**config.mk**
```make
export PLATFORM = sky130hd
export DESIGN_NAME = dmem_arbiter
export DESIGN_NICKNAME = d
export VERILOG_FILES = /design/src/rtl/dmem_arbiter.sv
export SDC_FILE = /design/constraint.sdc
export NUM_CORES = 1
export LEC_CHECK = 0
export BUFFER_PORTS_ARGS = -buffer_cell sky130_fd_sc_hd__clkbuf_2
export CAP_MARGIN = 10
export CORE_MARGIN = 10
export CORE_UTILIZATION = 42
export CTS_CLUSTER_SIZE = 16
export DETAILED_ROUTE_END_ITERATION = 8
export GPL_TIMING_DRIVEN = 1
export PLACE_DENSITY = 0.86
export SLEW_MARGIN = 5
export SYNTH_ARGS = -nofsm -noshare
export SYNTH_HDL_FRONTEND = slang
export SYNTH_SLANG_ARGS = --single-unit
```
**constraint.sdc**
```tcl
create_clock -name clk -period 4.6 [get_ports clk]
set_input_delay 0.92 -clock clk [delete_from_list [all_inputs] [get_ports clk]]
set_output_delay 0.92 -clock clk [all_outputs]
set_load 0.1 [all_outputs]
```
**src/rtl/dmem_arbiter.sv**
```systemverilog
// dmem_arbiter: shares one data-memory port between core and debug requesters.
// Round-robin grant, one access per three cycles (IDLE -> ACCESS -> RESP).
// Ports: clk, rst (async, active-high); core_*/dbg_* requester ports
//   (req, we, mode, addr, wdata in; gnt, done, rdata out); mem_* memory
//   port (read, write, mode, addr, wdata out; rdata in); err pulse out.
// Optional macro DMEM_ARB_CHK_EN: alignment/range/mode checks in ACCESS.
module dmem_arbiter #(
  parameter int ADDR_W    = 32,
  parameter int MEM_BYTES = 41
) (
  input  logic              clk,
  input  logic              rst,
  input  logic              core_req,
  input  logic              core_we,
  input  logic [1:0]        core_mode,
  input  logic [ADDR_W-1:0] core_addr,
  input  logic [31:0]       core_wdata,
  output logic              core_gnt,
  output logic              core_done,
  output logic [31:0]       core_rdata,
  input  logic              dbg_req,
  input  logic              dbg_we,
  input  logic [1:0]        dbg_mode,
  input  logic [ADDR_W-1:0] dbg_addr,
  input  logic [31:0]       dbg_wdata,
  output logic              dbg_gnt,
  output logic              dbg_done,
  output logic [31:0]       dbg_rdata,
  output logic              mem_read,
  output logic              mem_write,
  output logic [1:0]        mem_mode,
  output logic [ADDR_W-1:0] mem_addr,
  output logic [31:0]       mem_wdata,
  input  logic [31:0]       mem_rdata,
  output logic              err
);

`ifdef DMEM_ARB_CHK_EN
  localparam bit CHK_EN = 1'b1;
`else
  localparam bit CHK_EN = 1'b0;
`endif

  typedef enum logic [1:0] {
    IDLE,
    ACCESS,
    RESP
  } state_t;

  state_t state;

  logic       last_dbg;
  logic       own_dbg;
  logic       lat_we;
  logic [1:0] lat_mode;
  logic       lat_bad;

  logic              any_req;
  logic              pick_dbg;
  logic              sel_we;
  logic [1:0]        sel_mode;
  logic [ADDR_W-1:0] sel_addr;
  logic [31:0]       sel_wdata;
  logic [ADDR_W:0]   sel_size;
  logic [ADDR_W:0]   sel_end;
  logic              misalign;
  logic              over;
  logic              sel_bad;

  // On a tie the port that did not win last time is chosen.
  always_comb begin
    any_req  = core_req | dbg_req;
    pick_dbg = dbg_req & (~core_req | ~last_dbg);
    if (pick_dbg) begin
      sel_we    = dbg_we;
      sel_mode  = dbg_mode;
      sel_addr  = dbg_addr;
      sel_wdata = dbg_wdata;
    end else begin
      sel_we    = core_we;
      sel_mode  = core_mode;
      sel_addr  = core_addr;
      sel_wdata = core_wdata;
    end
  end

  // Checks are evaluated on the grant edge and carried with the request.
  always_comb begin
    unique case (sel_mode)
      2'b00:   sel_size = (ADDR_W+1)'(1);
      2'b01:   sel_size = (ADDR_W+1)'(2);
      default: sel_size = (ADDR_W+1)'(4);
    endcase
    sel_end  = {1'b0, sel_addr} + sel_size;
    over     = sel_end > (ADDR_W+1)'(MEM_BYTES);
    misalign = ((sel_mode == 2'b01) & sel_addr[0])
             | ((sel_mode == 2'b10) & (|sel_addr[1:0]));
    sel_bad  = (sel_mode == 2'b11)
             | (CHK_EN & (misalign | over));
  end

  always_ff @(posedge clk or posedge rst) begin
    if (rst) begin
      state      <= IDLE;
      last_dbg   <= 1'b1;
      own_dbg    <= 1'b0;
      lat_we     <= 1'b0;
      lat_mode   <= 2'b00;
      lat_bad    <= 1'b0;
      core_gnt   <= 1'b0;
      dbg_gnt    <= 1'b0;
      core_done  <= 1'b0;
      dbg_done   <= 1'b0;
      err        <= 1'b0;
      mem_read   <= 1'b0;
      mem_write  <= 1'b0;
      mem_mode   <= 2'b00;
      mem_addr   <= '0;
      mem_wdata  <= '0;
      core_rdata <= '0;
      dbg_rdata  <= '0;
    end else begin
      unique case (state)
        IDLE: begin
          if (any_req) begin
            own_dbg   <= pick_dbg;
            last_dbg  <= pick_dbg;
            lat_we    <= sel_we;
            lat_mode  <= sel_mode;
            lat_bad   <= sel_bad;
            mem_mode  <= sel_mode;
            mem_addr  <= sel_addr;
            mem_wdata <= sel_wdata;
            mem_write <= sel_we & ~sel_bad;
            mem_read  <= ~sel_we & ~sel_bad;
            core_gnt  <= ~pick_dbg;
            dbg_gnt   <= pick_dbg;
            state     <= ACCESS;
          end
        end
        ACCESS: begin
          core_gnt  <= 1'b0;
          dbg_gnt   <= 1'b0;
          mem_write <= 1'b0;
          mem_read  <= 1'b0;
          // Without checks an invalid-mode load returns zero;
          // with checks a rejected load leaves rdata alone.
          if (!lat_we) begin
            if (!lat_bad) begin
              if (own_dbg) dbg_rdata <= mem_rdata;
              else core_rdata <= mem_rdata;
            end else if (!CHK_EN && lat_mode == 2'b11) begin
              if (own_dbg) dbg_rdata <= '0;
              else core_rdata <= '0;
            end
          end
          core_done <= ~own_dbg;
          dbg_done  <= own_dbg;
          err       <= CHK_EN & lat_bad;
          state     <= RESP;
        end
        RESP: begin
          core_done <= 1'b0;
          dbg_done  <= 1'b0;
          err       <= 1'b0;
          state     <= IDLE;
        end
        default: state <= IDLE;
      endcase
    end
  end

endmodule

```
== Word level (Yosys, flattened, before mapping) ==
Cells that the tools add are included.

* Reductions and logical operators: 8
* Bitwise gates (word level): 12
* Equality and inequality tests: 9
* Multiplexer cells: 24

{| class="wikitable"
|+ Operator list
! operator !! number
|-
| 32-bit two-way mux || 10
|-
| 1-bit one-hot mux with 2 select lines || 6
|-
| 5-bit AND reduction || 2
|-
| 1-bit inverter || 7
|-
| 2-bit == test, second input constant || 3
|-
| 2-bit != test, second input constant || 3
|-
| 2-bit nonzero test || 3
|-
| 1-bit two-way mux || 5
|-
| 2-bit two-way mux || 2
|-
| 2-bit by 1-bit != test with 1-bit output, second input constant || 2
|-
| 2-bit one-hot mux with 2 select lines || 1
|-
| 2-bit AND reduction || 2
|-
| 1-bit AND || 3
|-
| 2-bit by 1-bit == test with 1-bit output, second input constant || 1
|-
| 2-bit logical NOT || 1
|-
| 1-bit bitwise OR || 2
|}

* Output and inout port bits: 137
* Flip-flop bits (word level): 142
* Input bits: 170

== Depth between registers and ports, before layout ==
* Depth after elaboration: 9
* Mapped depth: 9

== Worst setup path before layout ==
Ideal clock, no wire load.

* Path kind: register to register
* Start point: reg lat_mode[0]
* End point: reg core_rdata[0]
* Arrival: 2.155 ns
* Path buffers: 1
* Setup slack: 2.318 ns
* Cell stages (with the launch flop): 5
* Period minus slack after synthesis: 2.282 ns
* Required time: 4.474 ns
* Path through: dfrtp_1 > nand2_2 > a2111oi_4 > buf_6 > mux2_4

* Cells in the longest elaborated chain, start to end: 3
* Elaborated cells between the ends (all ways): 4
* Classes of those cells: eq/ne (3); reduce/logical (1)

{| class="wikitable"
|+ Ends and longest elaborated chain
! item !! line !! text
|-
| from (decl) || 55 || <nowiki>logic [1:0] lat_mode;</nowiki>
|-
| from (signal assigned) || 129 || <nowiki>lat_mode <= sel_mode;</nowiki>
|-
| 2-bit == test (*) || 152 || <nowiki>end else if (!CHK_EN && lat_mode == 2'b11) begin</nowiki>
|-
| 2-bit by 1-bit != test with 1-bit output (no line) / 2-bit != test (equally long branches) || n/a ||
|-
| 5-bit AND reduction (no line) (*) || n/a ||
|-
| to (signal assigned) || 151 || <nowiki>else core_rdata <= mem_rdata;</nowiki>
|-
| to (decl) || 20 || <nowiki>output logic [31:0] core_rdata,</nowiki>
|}

Every way passes the cells marked *; elsewhere a longest branch is shown, timed or not.
A chain may end at the register's enable or synchronous reset.

==> summary.txt <==
DRT
--------------------------------------------------------------------------------------
Routed WL                                                                     18220 um
Via count                                                                         4882
First-iteration detailed-routing DRC count                                         172
Top Layer Used                                                                    met4
Final ANT Viol Nets                                                                  0
Drt drc                                                                              0
WL per Instance                                                               17.84 um
Routed via count divided by cell count                                           4.782
Drt pass-1 iters                                                                     4
Routed wl met2                                                                 9098 um
Met1 layer wirelength in the final routing                                     7011 um
Met3 routed WL                                                                 1905 um

WORST SETUP PATH
--------------------------------------------------------------------------------------
Type of element launching the critical path                                       flop
Total number of cells along the worst setup path                                     1
Crit path launch                                                           lat_mode[0]
CP arrival                                                                     1.29 ns
Crit Reg-Reg Startpoint                                                       state[1]
Cell type of the slowest stage on the worst timing path                   sky130_fd_sc_hd__clkbuf_2
Cell-by-cell trace of the critical path                                       clkbuf_2
Capture point of the critical path                                         mem_mode[0]
Kind of critical path                                                          reg2out
Maximum cell stage delay along the critical path                               0.49 ns
Critical Path Sink Type                                                   primary output
Required time of the critical path                                             3.68 ns
Total buffers and inverters traversed by the critical path                           1
R2r setup slk                                                                  2.43 ns
Critical path's top delay family                                          buffers and inverters
Max FO, Critical Path                                                                3
Path depth of the worst reg2reg path                                                 6
Worst flop-to-flop path endpoint                                          core_rdata[23]

PLACE
--------------------------------------------------------------------------------------
HPWL after DPL                                                                14180 um
Number of buffers inserted by port buffering                                       305
RePlAce Congestion                                                              0.7669
Placed cell area                                                          0.008023 mm2
Worst slack after detailed placement                                          2.022 ns

TIMING
--------------------------------------------------------------------------------------
Clock period minus final worst setup slack                                    2.206 ns
Post-route setup slack                                                        2.394 ns
Worst Max-Slew Pin Slew                                                      0.8162 ns
Hold Violations, Final                                                               0
Unrepaired setup endpoints after global routing                                  false
Final clock skew                                                           0.005867 ns
Summed negative setup slack over all endpoints                                    0 ns
Pins over their slew limit                                                           0
Final period utilization                                                        47.96%
Final number of setup-violating endpoints                                            0
Highest attainable clock frequency                                           453.3 MHz
Slew HR                                                                         45.38%

FLOW RUN
--------------------------------------------------------------------------------------
# Max-Cap Violations                                                                 0

CTS
--------------------------------------------------------------------------------------
Gates resized, CTS repair                                                            0
H-tree depth reported by CTS                                                         4
# Post-CTS Setup Buffers                                                             0
Clock insertion delay at the later pin of the skew report                      0.41 ns
Maximum clock insertion buffer count                                                 2
Total of hold buffers inserted after clock tree synthesis                            0
Number of sinks handled by clock tree synthesis                                    142
Register clock-pin slew on the reported worst setup and hold paths             0.06 ns
CTS Root Cell                                                             sky130_fd_sc_hd__clkbuf_16
Number of buffers created by CTS                                                    17
TritonCTS clock tree                                                               yes

CELLS AND AREA
--------------------------------------------------------------------------------------
Fraction of layout cells with a size suffix above 1                             49.34%
Layout net count                                                                   998
Area of all placed cells without fillers                                  0.008605 mm2
Antenna Cells                                                                        0
Synth-to-Final Area Change                                                      35.16%

SYNTHESIS
--------------------------------------------------------------------------------------
Number of synthesized flops with an enable pin                                       0
Post-synth top area cell                                                  sky130_fd_sc_hd__dfrtp_1
Number of register bits inferred by synthesis                                      142
Most frequent cell after synthesis                                        sky130_fd_sc_hd__dfrtp_1
Part of the Yosys area used for sequential elements                             55.84%
Top-area cell type share of the netlist area                                    55.42%
Main synth FF type                                                        sky130_fd_sc_hd__dfrtp_1
Netlist area before placement                                             0.006366 mm2
Post-Syn Area per Cell                                                       12.06 um2
Top post-synthesis cells by area                                          sky130_fd_sc_hd__dfrtp_1, sky130_fd_sc_hd__mux2i_1, sky130_fd_sc_hd__mux2_2
Share of flip-flops with an asynchronous set or reset                           100.0%
Ys Warns                                                                             0
Post-Syn Instances                                                                 528
Leading post-synthesis cells by instance count                            sky130_fd_sc_hd__dfrtp_1, sky130_fd_sc_hd__nand2_1, sky130_fd_sc_hd__mux2i_1
Number of distinct standard cells referenced by the synthesized netlist             34
Synth Net Count                                                                    702

GLOBAL ROUTING
--------------------------------------------------------------------------------------
Global-route wire length before repair                                        28000 um
GR Overflow Total                                                                    0
Via count of the first global-routing pass                                        5318
All-layer global routing usage                                                  17.31%
Largest net degree at the start of global routing                                  143
Initial antenna violation count                                                      0

HOLD PATH
--------------------------------------------------------------------------------------
Hold Crit Class                                                                reg2reg

FLOORPLANNING
--------------------------------------------------------------------------------------
Starting density of the core                                                    43.31%
Die Area                                                                   0.02048 mm2
Core Box Area                                                              0.01470 mm2
Vertical die dimension                                                        143.1 um
Site row count                                                                      44
Number of top-level pins                                                           307
Horiz. Die Dim                                                                143.1 um

RUN STATUS
--------------------------------------------------------------------------------------
Outcome                                                                      completed

[cell type report]
cell class / instances / area, um2
clock buffers: 21 / 450.4
clock inverters: 11 / 131.4
fillers: 1199 / 6095
inverters: 8 / 33.78
multi-input cells: 343 / 2600
flip-flops and latches: 142 / 3555
well taps: 184 / 230.2
repair buffers: 312 / 1604
[worst min path at each step]
| stage | from | to | slack, ns | depth (start not counted) |
|---|---|---|---|---|
| finish | mem_addr[21] | mem_addr[21] | 0.48 | 2 |
| detailed placement | mem_addr[21] | mem_addr[21] | 0.47 | 2 |
| CTS | mem_addr[30] | mem_addr[30] | 0.48 | 2 |
| floorplan | last_dbg | last_dbg | 0.52 | 2 |
| global route | mem_wdata[13] | mem_wdata[13] | 0.50 | 2 |
| global placement | mem_wdata[5] | mem_wdata[5] | 0.46 | 2 |
[routing by layer]
layer,GRT usage (%),vias to the layer above
li1,-,2417
met1,18.85,2246
met2,29.91,204
met3,8.027,15
met4,4.289,0
met5,0,-
[kinds of logic after synthesis]
group	count (synthesis)	share of synthesized area (%)
DFF	142	55.84
adders and majority gates	4	0.7862
and+or+nand+nor	117	8.451
muxes	133	23.37
other	1	0.05891
buffers and inverters	43	3.675
AOI/OAI and AO/OA	88	7.823
[registers in the layout (all words and copies together) (netlist names)]
signal / cells
core_rdata: 32
dbg_rdata: 32
mem_addr: 32
mem_wdata: 32
lat_mode: 2
state: 2
core_done: 1
core_gnt: 1
dbg_done: 1
dbg_gnt: 1
last_dbg: 1
lat_bad: 1
lat_we: 1
mem_read: 1
mem_write: 1
own_dbg: 1
[placed cells by master (no fill, tap or decap), drive strengths merged, types with 2 or more instances in the layout]
cell	count
nor2	4
a21oi	4
nand2	76
clkinvlp	4
o21ai	72
buf	7
a22o	3
ha	4
o32ai	3
mux2i	68
a31oi	2
clkinv	3
mux2	65
nor2b	32
clkbuf	326
dfrtp	141
inv	10
bufinv	2
[stage by stage]
step	util [%]	instances	hold slack, ns
after floorplan	-	528	0.5152
after global placement	54.58	989	0.4618
after detailed placement	54.58	989	0.4695
after CTS	58.54	1021	0.4826
after global routing	58.54	1021	0.4995
final	58.54	1021	0.4757
Power is left out: the tool's default activity adds up to more than one toggle a clock period on the data nets, which glitch-free logic cannot reach.
